### config.mk
export PLATFORM = sky130hd
export DESIGN_NAME = pb_switch_reader_flat
export DESIGN_NICKNAME = d
export VERILOG_FILES = /design/src/rtl/pb_io_pkg.sv /design/src/rtl/pb_switch_reader_if.sv /design/src/rtl/pb_debounce_bank.sv /design/src/rtl/pb_switch_reader.sv /design/src/flat_wrapper.sv
export SDC_FILE = /design/constraint.sdc
export NUM_CORES = 1
export LEC_CHECK = 0
export BUFFER_PORTS_ARGS = -buffer_cell sky130_fd_sc_hd__buf_2
export CELL_PAD_IN_SITES_DETAIL_PLACEMENT = 0
export CELL_PAD_IN_SITES_GLOBAL_PLACEMENT = 1
export CORE_UTILIZATION = 40
export CTS_BUF_LIST = sky130_fd_sc_hd__clkbuf_8 sky130_fd_sc_hd__clkbuf_16
export CTS_CLUSTER_SIZE = 8
export DETAILED_ROUTE_END_ITERATION = 10
export PLACE_DENSITY_LB_ADDON = 0.1
export SKIP_CTS_REPAIR_TIMING = 1
export SLEW_MARGIN = 20
export SYNTH_ARGS = -nofsm -noshare
export SYNTH_HDL_FRONTEND = slang
export SYNTH_SLANG_ARGS = --single-unit
### constraint.sdc
create_clock -name CLK -period 1.8 [get_ports CLK]
set_input_delay 0.09 -clock CLK [delete_from_list [all_inputs] [get_ports CLK]]
set_output_delay 0.09 -clock CLK [all_outputs]
set_load 0.01 [all_outputs]
### src/rtl/pb_io_pkg.sv
// Shared constants for the PicoBlaze I/O peripherals: port map, IRQ state
// encoding and the default debounce prescale.
package pb_io_pkg;

    localparam logic [7:0] PB_PORT_SW1    = 8'h00;
    localparam logic [7:0] PB_PORT_SW2    = 8'h01;
    localparam logic [7:0] PB_PORT_CHG1   = 8'h02;
    localparam logic [7:0] PB_PORT_CHG2   = 8'h03;
    localparam logic [7:0] PB_PORT_STATUS = 8'h04;

    localparam int PB_DEBOUNCE_CYCLES_DEFAULT = 100000;
    localparam int PB_PRESCALE_W              = 20;

    typedef enum logic [1:0] {
        IRQ_IDLE = 2'd0,
        IRQ_REQ  = 2'd1,
        IRQ_ACKD = 2'd2
    } irq_state_e;

endpackage

### src/rtl/pb_switch_reader_if.sv
// KCPSM6 input-port bus: port address, read qualifier, read data and the
// interrupt request/acknowledge pair.
interface pb_switch_reader_if;
    logic [7:0] port_id;
    logic       read_strobe;
    logic [7:0] in_port;
    logic       interrupt;
    logic       interrupt_ack;

    modport master (
        output port_id, read_strobe, interrupt_ack,
        input  in_port, interrupt
    );

    modport slave (
        input  port_id, read_strobe, interrupt_ack,
        output in_port, interrupt
    );
endinterface

### src/rtl/pb_debounce_bank.sv
// One switch bank: 2-flop synchroniser, 3-sample history taken on the shared
// tick, and a stable register that moves only when all samples agree.
module pb_debounce_bank #(
    parameter int WIDTH = 8
) (
    input  logic             CLK,
    input  logic             rst,
    input  logic             tick,
    input  logic [WIDTH-1:0] raw,
    output logic [WIDTH-1:0] db
);

    logic [WIDTH-1:0]        sync1_q, sync1_d;
    logic [WIDTH-1:0]        sync2_q, sync2_d;
    logic [2:0][WIDTH-1:0]   hist_q, hist_d;
    logic [WIDTH-1:0]        db_q, db_d;
    logic [WIDTH-1:0]        all1, all0;

    always_comb begin
        sync1_d = raw;
        sync2_d = sync1_q;
        hist_d  = hist_q;
        if (tick) begin
            hist_d = {hist_q[1], hist_q[0], sync2_q};
        end
        // Bits whose history is mixed keep their previous stable value.
        all1 = hist_q[0] & hist_q[1] & hist_q[2];
        all0 = ~(hist_q[0] | hist_q[1] | hist_q[2]);
        db_d = (db_q | all1) & ~all0;
    end

    always_ff @(posedge CLK) begin
        if (rst) begin
            sync1_q <= '0;
            sync2_q <= '0;
            hist_q  <= '0;
            db_q    <= '0;
        end else begin
            sync1_q <= sync1_d;
            sync2_q <= sync2_d;
            hist_q  <= hist_d;
            db_q    <= db_d;
        end
    end

    assign db = db_q;

endmodule

### src/rtl/pb_switch_reader.sv
// Debounced switch reader for KCPSM6: two banks, sticky change flags with
// clear-on-read, registered read mux. Interrupt FSM built only when
// PB_SWITCH_READER_IRQ_EN is defined; otherwise firmware polls port 0x04.
module pb_switch_reader
    import pb_io_pkg::*;
#(
    parameter int DEBOUNCE_CYCLES = PB_DEBOUNCE_CYCLES_DEFAULT
) (
    input  logic                 CLK,
    input  logic                 rst,
    input  logic [7:0]           sw1,
    input  logic [7:0]           sw2,
    pb_switch_reader_if.slave    bus
);

    logic [PB_PRESCALE_W-1:0] cnt_q, cnt_d;
    logic                     tick;
    logic [7:0]               db1, db2;
    logic [7:0]               db1_p_q, db1_p_d, db2_p_q, db2_p_d;
    logic [7:0]               chg1_q, chg1_d, chg2_q, chg2_d;
    logic [7:0]               in_port_q, in_port_d;
    logic                     rd_chg1, rd_chg2;

    pb_debounce_bank #(.WIDTH(8)) u_bank1 (
        .CLK  (CLK),
        .rst  (rst),
        .tick (tick),
        .raw  (sw1),
        .db   (db1)
    );

    pb_debounce_bank #(.WIDTH(8)) u_bank2 (
        .CLK  (CLK),
        .rst  (rst),
        .tick (tick),
        .raw  (sw2),
        .db   (db2)
    );

    always_comb begin
        tick    = (cnt_q == PB_PRESCALE_W'(DEBOUNCE_CYCLES - 1));
        cnt_d   = tick ? '0 : cnt_q + 1'b1;
        db1_p_d = db1;
        db2_p_d = db2;
        rd_chg1 = bus.read_strobe && (bus.port_id == PB_PORT_CHG1);
        rd_chg2 = bus.read_strobe && (bus.port_id == PB_PORT_CHG2);
        // A change landing on the clearing edge survives the clear.
        chg1_d  = (rd_chg1 ? 8'h00 : chg1_q) | (db1 ^ db1_p_q);
        chg2_d  = (rd_chg2 ? 8'h00 : chg2_q) | (db2 ^ db2_p_q);
        case (bus.port_id)
            PB_PORT_SW1:    in_port_d = db1;
            PB_PORT_SW2:    in_port_d = db2;
            PB_PORT_CHG1:   in_port_d = chg1_q;
            PB_PORT_CHG2:   in_port_d = chg2_q;
            PB_PORT_STATUS: in_port_d = {6'b0, |chg2_q, |chg1_q};
            default:        in_port_d = db1;
        endcase
    end

    always_ff @(posedge CLK) begin
        if (rst) begin
            cnt_q     <= '0;
            db1_p_q   <= '0;
            db2_p_q   <= '0;
            chg1_q    <= '0;
            chg2_q    <= '0;
            in_port_q <= '0;
        end else begin
            cnt_q     <= cnt_d;
            db1_p_q   <= db1_p_d;
            db2_p_q   <= db2_p_d;
            chg1_q    <= chg1_d;
            chg2_q    <= chg2_d;
            in_port_q <= in_port_d;
        end
    end

    assign bus.in_port = in_port_q;

`ifdef PB_SWITCH_READER_IRQ_EN
    irq_state_e state_q, state_d;
    logic       any_flag;

    always_comb begin
        any_flag = (|chg1_q) || (|chg2_q);
        state_d  = state_q;
        case (state_q)
            IRQ_IDLE: if (any_flag)          state_d = IRQ_REQ;
            IRQ_REQ:  if (bus.interrupt_ack) state_d = IRQ_ACKD;
            // Hold off re-requesting until firmware has drained every flag.
            IRQ_ACKD: if (!any_flag)         state_d = IRQ_IDLE;
            default:                         state_d = IRQ_IDLE;
        endcase
    end

    always_ff @(posedge CLK) begin
        if (rst) state_q <= IRQ_IDLE;
        else     state_q <= state_d;
    end

    assign bus.interrupt = (state_q == IRQ_REQ);
`else
    logic unused_ack;
    assign unused_ack    = bus.interrupt_ack;
    assign bus.interrupt = 1'b0;
`endif

endmodule

### src/flat_wrapper.sv
// flat-port wrapper written by rule: the top's interface ports become plain ports
module pb_switch_reader_flat import pb_io_pkg::*;
#(
    parameter int DEBOUNCE_CYCLES = PB_DEBOUNCE_CYCLES_DEFAULT
)
  (CLK, rst, sw1, sw2, bus_port_id, bus_read_strobe, bus_interrupt_ack, bus_in_port, bus_interrupt);
  pb_switch_reader_if bus_i ();
  input  logic CLK;
  input  logic rst;
  input  logic [7:0] sw1;
  input  logic [7:0] sw2;
  input wire logic [$bits(bus_i.port_id)-1:0] bus_port_id;
  input wire logic [$bits(bus_i.read_strobe)-1:0] bus_read_strobe;
  input wire logic [$bits(bus_i.interrupt_ack)-1:0] bus_interrupt_ack;
  output wire logic [$bits(bus_i.in_port)-1:0] bus_in_port;
  output wire logic [$bits(bus_i.interrupt)-1:0] bus_interrupt;
  assign bus_i.port_id = bus_port_id;
  assign bus_i.read_strobe = bus_read_strobe;
  assign bus_i.interrupt_ack = bus_interrupt_ack;
  assign bus_in_port = bus_i.in_port;
  assign bus_interrupt = bus_i.interrupt;
  pb_switch_reader #(.DEBOUNCE_CYCLES(DEBOUNCE_CYCLES)) u_core (.CLK(CLK), .rst(rst), .sw1(sw1), .sw2(sw2), .bus(bus_i));
endmodule
==> metrics.md, run 1 <==
| Metric | Value |
|---|---|
| Worst path slowest cell | or4_4 |
| Core Area | 14500 µm² |
| Setup slack, reg-to-reg | 150 ps |
| Largest net degree at the start of global routing | 61 |
| Cell Area, Synth | 5910 µm² |
| DP Area | 6330 µm² |
| FF-to-FF End | u_core.cnt_q[19] |
| DRC Markers | 0 |
| Max H-tree Level | 4 |
| P_int | 5.76 mW |
| Clock power frac | 48.5% |
| Power density cells | 1020 nW/µm² |
| Critical Path RT | 2150 ps |
| Unique cell type count in the Yosys netlist | 41 |
| Initial antenna violation count | 0 |
| First drt pass iteration count | 4 |
| Ys async rst share | 0% |
| Final setup viols | 0 |
| Clock sinks | 156 |
| Sum of negative setup slack | 0 ps |
| CP arrival | 2010 ps |
| Achievable Freq | 605 MHz |
| Number of port buffers | 34 |
| Worst Path Max Fanout | 5 |
| Clk buf depth | 2 |
| Post-route antenna net violation count | 0 |
| DP Wirelength | 7.73 mm |
| Hold Crit Class | in2reg |
| NumNets Final | 732 |
| Count leader, synth | dfxtp_1 |
| Initial DRC count | 292 |
| GRT Total Usage | 17.7% |
| Hold WS | 32.1 ps |
| Max Slew Vio Count | 0 |
| Cell accounting for the most synthesized area | dfxtp_1 |
| Placed cell count | 852 |
| Top_reg_cell synth | dfxtp_1 |
| Syn_area_per_cell | 8.92 µm² |
| Post-synth top cells | dfxtp_1, a21oi_1, o21ai_0 |
| Crit share post-route | 91.9% |
| Logic gate share of total power | 3.0% |
| Area growth, synth to finish | 19.7% |
| Cell Count, Final, Fillers Out | 898 |
| Regs by FF count | u_core.u_bank1.hist_q: 24 flops, u_core.u_bank2.hist_q: 24 flops, u_core.cnt_q: 20 flops |
| Area of the multi-input gates | 2570 µm² |
| Design area | 7080 µm² |
| Diode count | 0 |
| Reg area | 3120 µm² |
| Setup crit end kind | flip-flop |
| # fillers | 1368 |
| Clk_skew | 8.54 ps |
| Clock Latency Late Sink | 420 ps |
| Vias post-DR | 4692 |
| Root Buffer | clkbuf_16 |
| WS Path Type | reg2reg |
| Gp weighted congestion | 0.849 |
| First-pass GRT wire length | 20.8 mm |
| Mapped Nets | 692 |
| Net Sw Frac | 20.3% |
| Leak | 2.55 nW |
| RSZ-0062 raised after global routing | false |
| CP peak stage delay | 540 ps |
| Critical Path Start Type | flip-flop |
| Vias per std cell | 5.22 |
| Switching Power | 1.47 mW |
| Clk slew on worst S/H paths | 60 ps |
| Share of the synthesized area in the top cell type | 52.8% |
| Seq/Total Area, Yosys | 52.8% |
| Yosys reg bits | 156 |
| Die H | 124 µm |
| Routed WL | 12.6 mm |
| Fraction of layout cells with a size suffix above 1 | 12.6% |
| Die width | 124 µm |
| Reg2reg path depth | 4 |
| Synth warn | 0 |
| Max-cap violation count | 0 |
| EDFF count, synth | 0 |
| Fin crit period | 1650 ps |
| Outcome | complete, no violations |
| Final Hold Viols | 0 |
| Worst vdd ir | 712 µV |
| Vias in the first global route | 4353 |
| Cells after synthesis | 663 |
| CTS tree | done |
| R2r startpoint | u_core.cnt_q[3] |
| Initial Util | 40.8% |
| Worst setup endpoint | u_core.cnt_q[19] |
| Io pins | 37 |
| Number of buffers inserted during clock tree synthesis | 17 |
| Power share of the sequential group | 48.5% |
| Num rows | 44 |
| CP Launch Point | u_core.cnt_q[3] |
| CP Cell Sequence | nand4_1, or4_4, or3_1, a21oi_1 |
| Global route overflow | 0 |
| Die area | 15300 µm² |
| Area contributors post-synth | dfxtp_1, a21oi_1, o21ai_0 |
| Routed len/inst | 14.0 µm |
-- placed cells by master, fill, tap and decap left out, types with 2 or more instances in the layout --
| cell | n |
|---|---|
| dfxtp_1 | 156 |
| a21oi_1 | 87 |
| o21ai_0 | 76 |
| nand3_1 | 56 |
| nor2b_1 | 47 |
| nor2_1 | 33 |
| buf_2 | 33 |
| nand2_1 | 29 |
| xnor2_1 | 27 |
| clkbuf_16 | 17 |
| dlygate4sd3_1 | 16 |
| buf_4 | 15 |
| a21o_1 | 13 |
| inv_1 | 13 |
| nor4_1 | 9 |
| o21ai_1 | 9 |
| a211oi_1 | 8 |
| nand4_1 | 7 |
| nor3_1 | 5 |
| buf_12 | 5 |
| mux2_2 | 4 |
| o21a_1 | 4 |
| o32ai_1 | 4 |
| and4_1 | 3 |
| mux2i_1 | 3 |
| nand2b_1 | 3 |
| xor2_1 | 3 |
| bufinv_16 | 3 |
| or4_4 | 2 |
| nor4b_1 | 2 |
| o22ai_1 | 2 |
| and3_1 | 2 |
| or3_1 | 2 |
| clkinv_2 | 2 |
-- how the worst min path moves through the flow --
| stage | start | to | slack, ps | cells after the start |
|---|---|---|---|---|
| floorplan | sw1[0] | u_core.u_bank1.sync1_q[0] | 220 | 1 |
| global placement | sw1[6] | u_core.u_bank1.sync1_q[6] | 300 | 2 |
| detailed placement | sw1[0] | u_core.u_bank1.sync1_q[0] | 300 | 2 |
| CTS | sw1[0] | u_core.u_bank1.sync1_q[0] | -140 | 2 |
| global route | rst | u_core.u_bank2.sync1_q[0] | 40 | 2 |
| finish | rst | u_core.u_bank2.sync1_q[4] | 30 | 2 |
-- worst max-delay path, delay by kind of cell (launching register included) --
kind,cells,cell delay (ps)
AND/OR/NAND/NOR,3,1030
flip-flops,1,410
AO/OA/AOI/OAI,1,140
-- cells by family (layout without fill, tap and decap cells) --
| kind of cell | count (synthesis) | count (layout) | synth area share [%] |
|---|---|---|---|
| adder cells (fa/ha/maj) | 1 | 1 | 0.212 |
| multiplexers | 7 | 7 | 1.27 |
| AND/OR/NAND/NOR | 206 | 206 | 18.5 |
| flip-flops | 156 | 156 | 52.8 |
| AO/OA/AOI/OAI | 205 | 205 | 18.8 |
| XOR/XNOR | 30 | 30 | 4.44 |
| other | 1 | 1 | 0.0634 |
| buffers and inverters | 57 | 108 | 3.91 |
-- layer usage --
metal | GRT usage, % | share of wire (%) | wire [µm]
met1 | 23.2 | 48 | 6050
met2 | 26.6 | 46 | 5850
met3 | 3.80 | 2.6 | 326
met4 | 10.4 | 2.9 | 363
met5 | 0 | 0 | 0
-- stage by stage --
stage / util [%] / power, mW / setup WS [ps]
detailed placement: 43.7 / 3.77 / -14.4
CTS: 47.7 / 7.29 / 75.9
global route: 48.9 / 7.50 / 23.8
finish: 48.9 / 7.23 / 147
floorplan: - / 3.71 / 80.3
global placement: 43.7 / 3.77 / 10.0
-- power by group through the flow --
stage | combinational (mW) | clock [mW] | sequential [mW]
after floorplan | 0.127 | 0 | 3.58
after global placement | 0.190 | 0 | 3.58
after detailed placement | 0.193 | 0 | 3.58
after CTS | 0.194 | 3.59 | 3.51
after global routing | 0.242 | 3.75 | 3.51
final | 0.218 | 3.51 | 3.51
-- area by class of cell --
cell class              instances  area share [%]
clock buffers                  18            6.20
clock inverters                12            1.91
inverters                       8           0.424
multi-input cells             450            36.3
flip-flops and latches        156            44.1
well taps                     184            3.25
repair buffers                 70            7.76
Power figures use the tool's default switching activity.
==> run 2: changes to the inputs <==
--- a/config.mk
+++ b/config.mk
@@ -13,6 +13,7 @@
 export CTS_CLUSTER_SIZE = 8
 export DETAILED_ROUTE_END_ITERATION = 10
 export PLACE_DENSITY_LB_ADDON = 0.1
+export REMOVE_ABC_BUFFERS = 1
 export SKIP_CTS_REPAIR_TIMING = 1
 export SLEW_MARGIN = 20
 export SYNTH_ARGS = -nofsm -noshare
==> run 2 against run 1 <==
Effect of this change: first-iteration DRC count is 26% lower; register-to-register slack got worse by 50 ps; final cell count is 0.33% higher; clock power is 7.1% lower; worst hold slack better by 23 ps; sequential share of layout area down 0.062 points; utilization grew 0.069 points; non-clock buffer count is 5 higher; clock skew shrank 0.72 ps; count of clock-buffer cells in the layout grew 1; fmax fell by 2.8%; critical path type unchanged; largest power group unchanged.
==> metrics.md, run 2 (synthesis gave the netlist of run 1 again) <==
| Metric | Value |
|---|---|
| Switching Power | 1.47 mW |
| DP Area | 6390 µm² |
| Hold WS | 55.0 ps |
| Vias post-DR | 4800 |
| Hold_sp | rst |
| Largest net degree at the start of global routing | 52 |
| Root Buffer | clkbuf_16 |
| CP arrival | 2050 ps |
| Crit share post-route | 94.5% |
| Achievable Freq | 588 MHz |
| WS Path Type | reg2reg |
| First-pass GRT wire length | 20.6 mm |
| Final setup viols | 0 |
| Number of buffers inserted during clock tree synthesis | 17 |
| Design area | 7090 µm² |
| Leak | 2.55 nW |
| GRT Total Usage | 17.4% |
| Initial antenna violation count | 0 |
| Critical Path Start Type | flip-flop |
| Clk buf depth | 2 |
| Fraction of layout cells with a size suffix above 1 | 13.8% |
| Routed WL | 12.6 mm |
| Net Sw Frac | 21.0% |
| Clock Latency Late Sink | 420 ps |
| Io pins | 37 |
| Placed cell count | 857 |
| Max Slew Vio Count | 0 |
| Hold Crit Class | in2reg |
| Sum of negative setup slack | 0 ps |
| Setup crit end kind | flip-flop |
| First drt pass iteration count | 5 |
| CTS tree | done |
| Die width | 124 µm |
| Vias in the first global route | 4359 |
| RSZ-0062 raised after global routing | true |
| Routed len/inst | 14.0 µm |
| Clock power frac | 46.6% |
| Max-cap violation count | 0 |
| Max H-tree Level | 4 |
| Num rows | 44 |
| Diode count | 0 |
| Clk slew on worst S/H paths | 60 ps |
| Area growth, synth to finish | 19.9% |
| Worst Path Max Fanout | 5 |
| Power share of the sequential group | 50.1% |
| Regs by FF count | u_core.u_bank1.hist_q: 24 flops, u_core.u_bank2.hist_q: 24 flops, u_core.cnt_q: 20 flops |
| Most frequent cells in the layout | dfxtp_1, a21oi_1, o21ai_0 |
| Most common cell after layout, fill and taps aside | dfxtp_1 |
| Die area | 15300 µm² |
| Global route overflow | 0 |
| Logic gate share of total power | 3.3% |
| CP Launch Point | u_core.cnt_q[11] |
| Cell Count, Final, Fillers Out | 901 |
| Die H | 124 µm |
| Fin crit period | 1700 ps |
| Vias per std cell | 5.33 |
| Final Hold Viols | 0 |
| DP Wirelength | 7.89 mm |
| P_int | 5.53 mW |
| Power density cells | 986 nW/µm² |
| Outcome | complete, no violations |
| Critical Path RT | 2150 ps |
| Initial DRC count | 215 |
| Clock sinks | 156 |
| Initial Util | 40.8% |
| Number of port buffers | 34 |
| Gp weighted congestion | 0.813 |
| Core Area | 14500 µm² |
| NumNets Final | 737 |
| Post-route antenna net violation count | 0 |
| Worst vdd ir | 714 µV |
| Clk_skew | 7.82 ps |
| DRC Markers | 0 |
| R2r startpoint | u_core.cnt_q[11] |
==> run 2: cell count changes in the layout (fill, tap and decap cells not counted), sizes merged <==
cell | before | now
clkbuf | 18 | 19
clkinvlp | 1 | 2
bufinv | 3 | 1
clkinv | 3 | 6
inv | 13 | 8
buf | 54 | 59
==> run 2: final cells by class <==
cell class                      count  area [µm²]
Clock buffer                       19         453
Clock inverter                      9        75.1
Fill cell                        1402        7390
Inverter                            8        30.0
Multi-Input combinational cell    450        2570
Sequential cell                   156        3120
Tap cell                          184         230
Timing Repair Buffer               75         608
==> run 2: critical path, cell delays in order (launching register included) <==
cell	delay, ps
dfxtp_1	410
nand4_1	160
or4_4	600
or3_1	320
a21oi_1	140
==> run 2: through the flow <==
step	setup slack, ps	total power [mW]	util (%)
finish	99.2	6.99	49.0
global route	-32.4	7.26	49.0
CTS	48.6	7.06	47.8
detailed placement	-31.7	3.79	44.1
global placement	-0.317	3.78	44.1
floorplan	-568	3.65	-
==> run 2: final timing paths <==
kind                            cells past startpoint                   endpoint  slack (ps)
worst max-delay path                                4           u_core.cnt_q[19]         100
worst min-delay path                                2  u_core.u_bank1.sync1_q[4]          50
worst max register to register                      4           u_core.cnt_q[19]         100
worst min register to register                      1  u_core.u_bank1.sync2_q[7]         430
==> run 2: power by group through the flow <==
stage	sequential [mW]	clock (mW)	combinational [mW]
after floorplan	3.58	0	0.0696
after global placement	3.58	0	0.202
after detailed placement	3.58	0	0.206
after CTS	3.50	3.35	0.206
after global routing	3.51	3.49	0.257
final	3.50	3.26	0.230
==> run 2: per-layer routing <==
| metal | vias to the layer above | track usage [%] | wire [µm] |
|---|---|---|---|
| met2 | 80 | 28.0 | 5780 |
| met1 | 2308 | 22.3 | 6190 |
| met4 | 0 | 7.08 | 184 |
| li1 | 2398 | - | - |
| met5 | - | 0 | 0 |
| met3 | 14 | 4.49 | 452 |
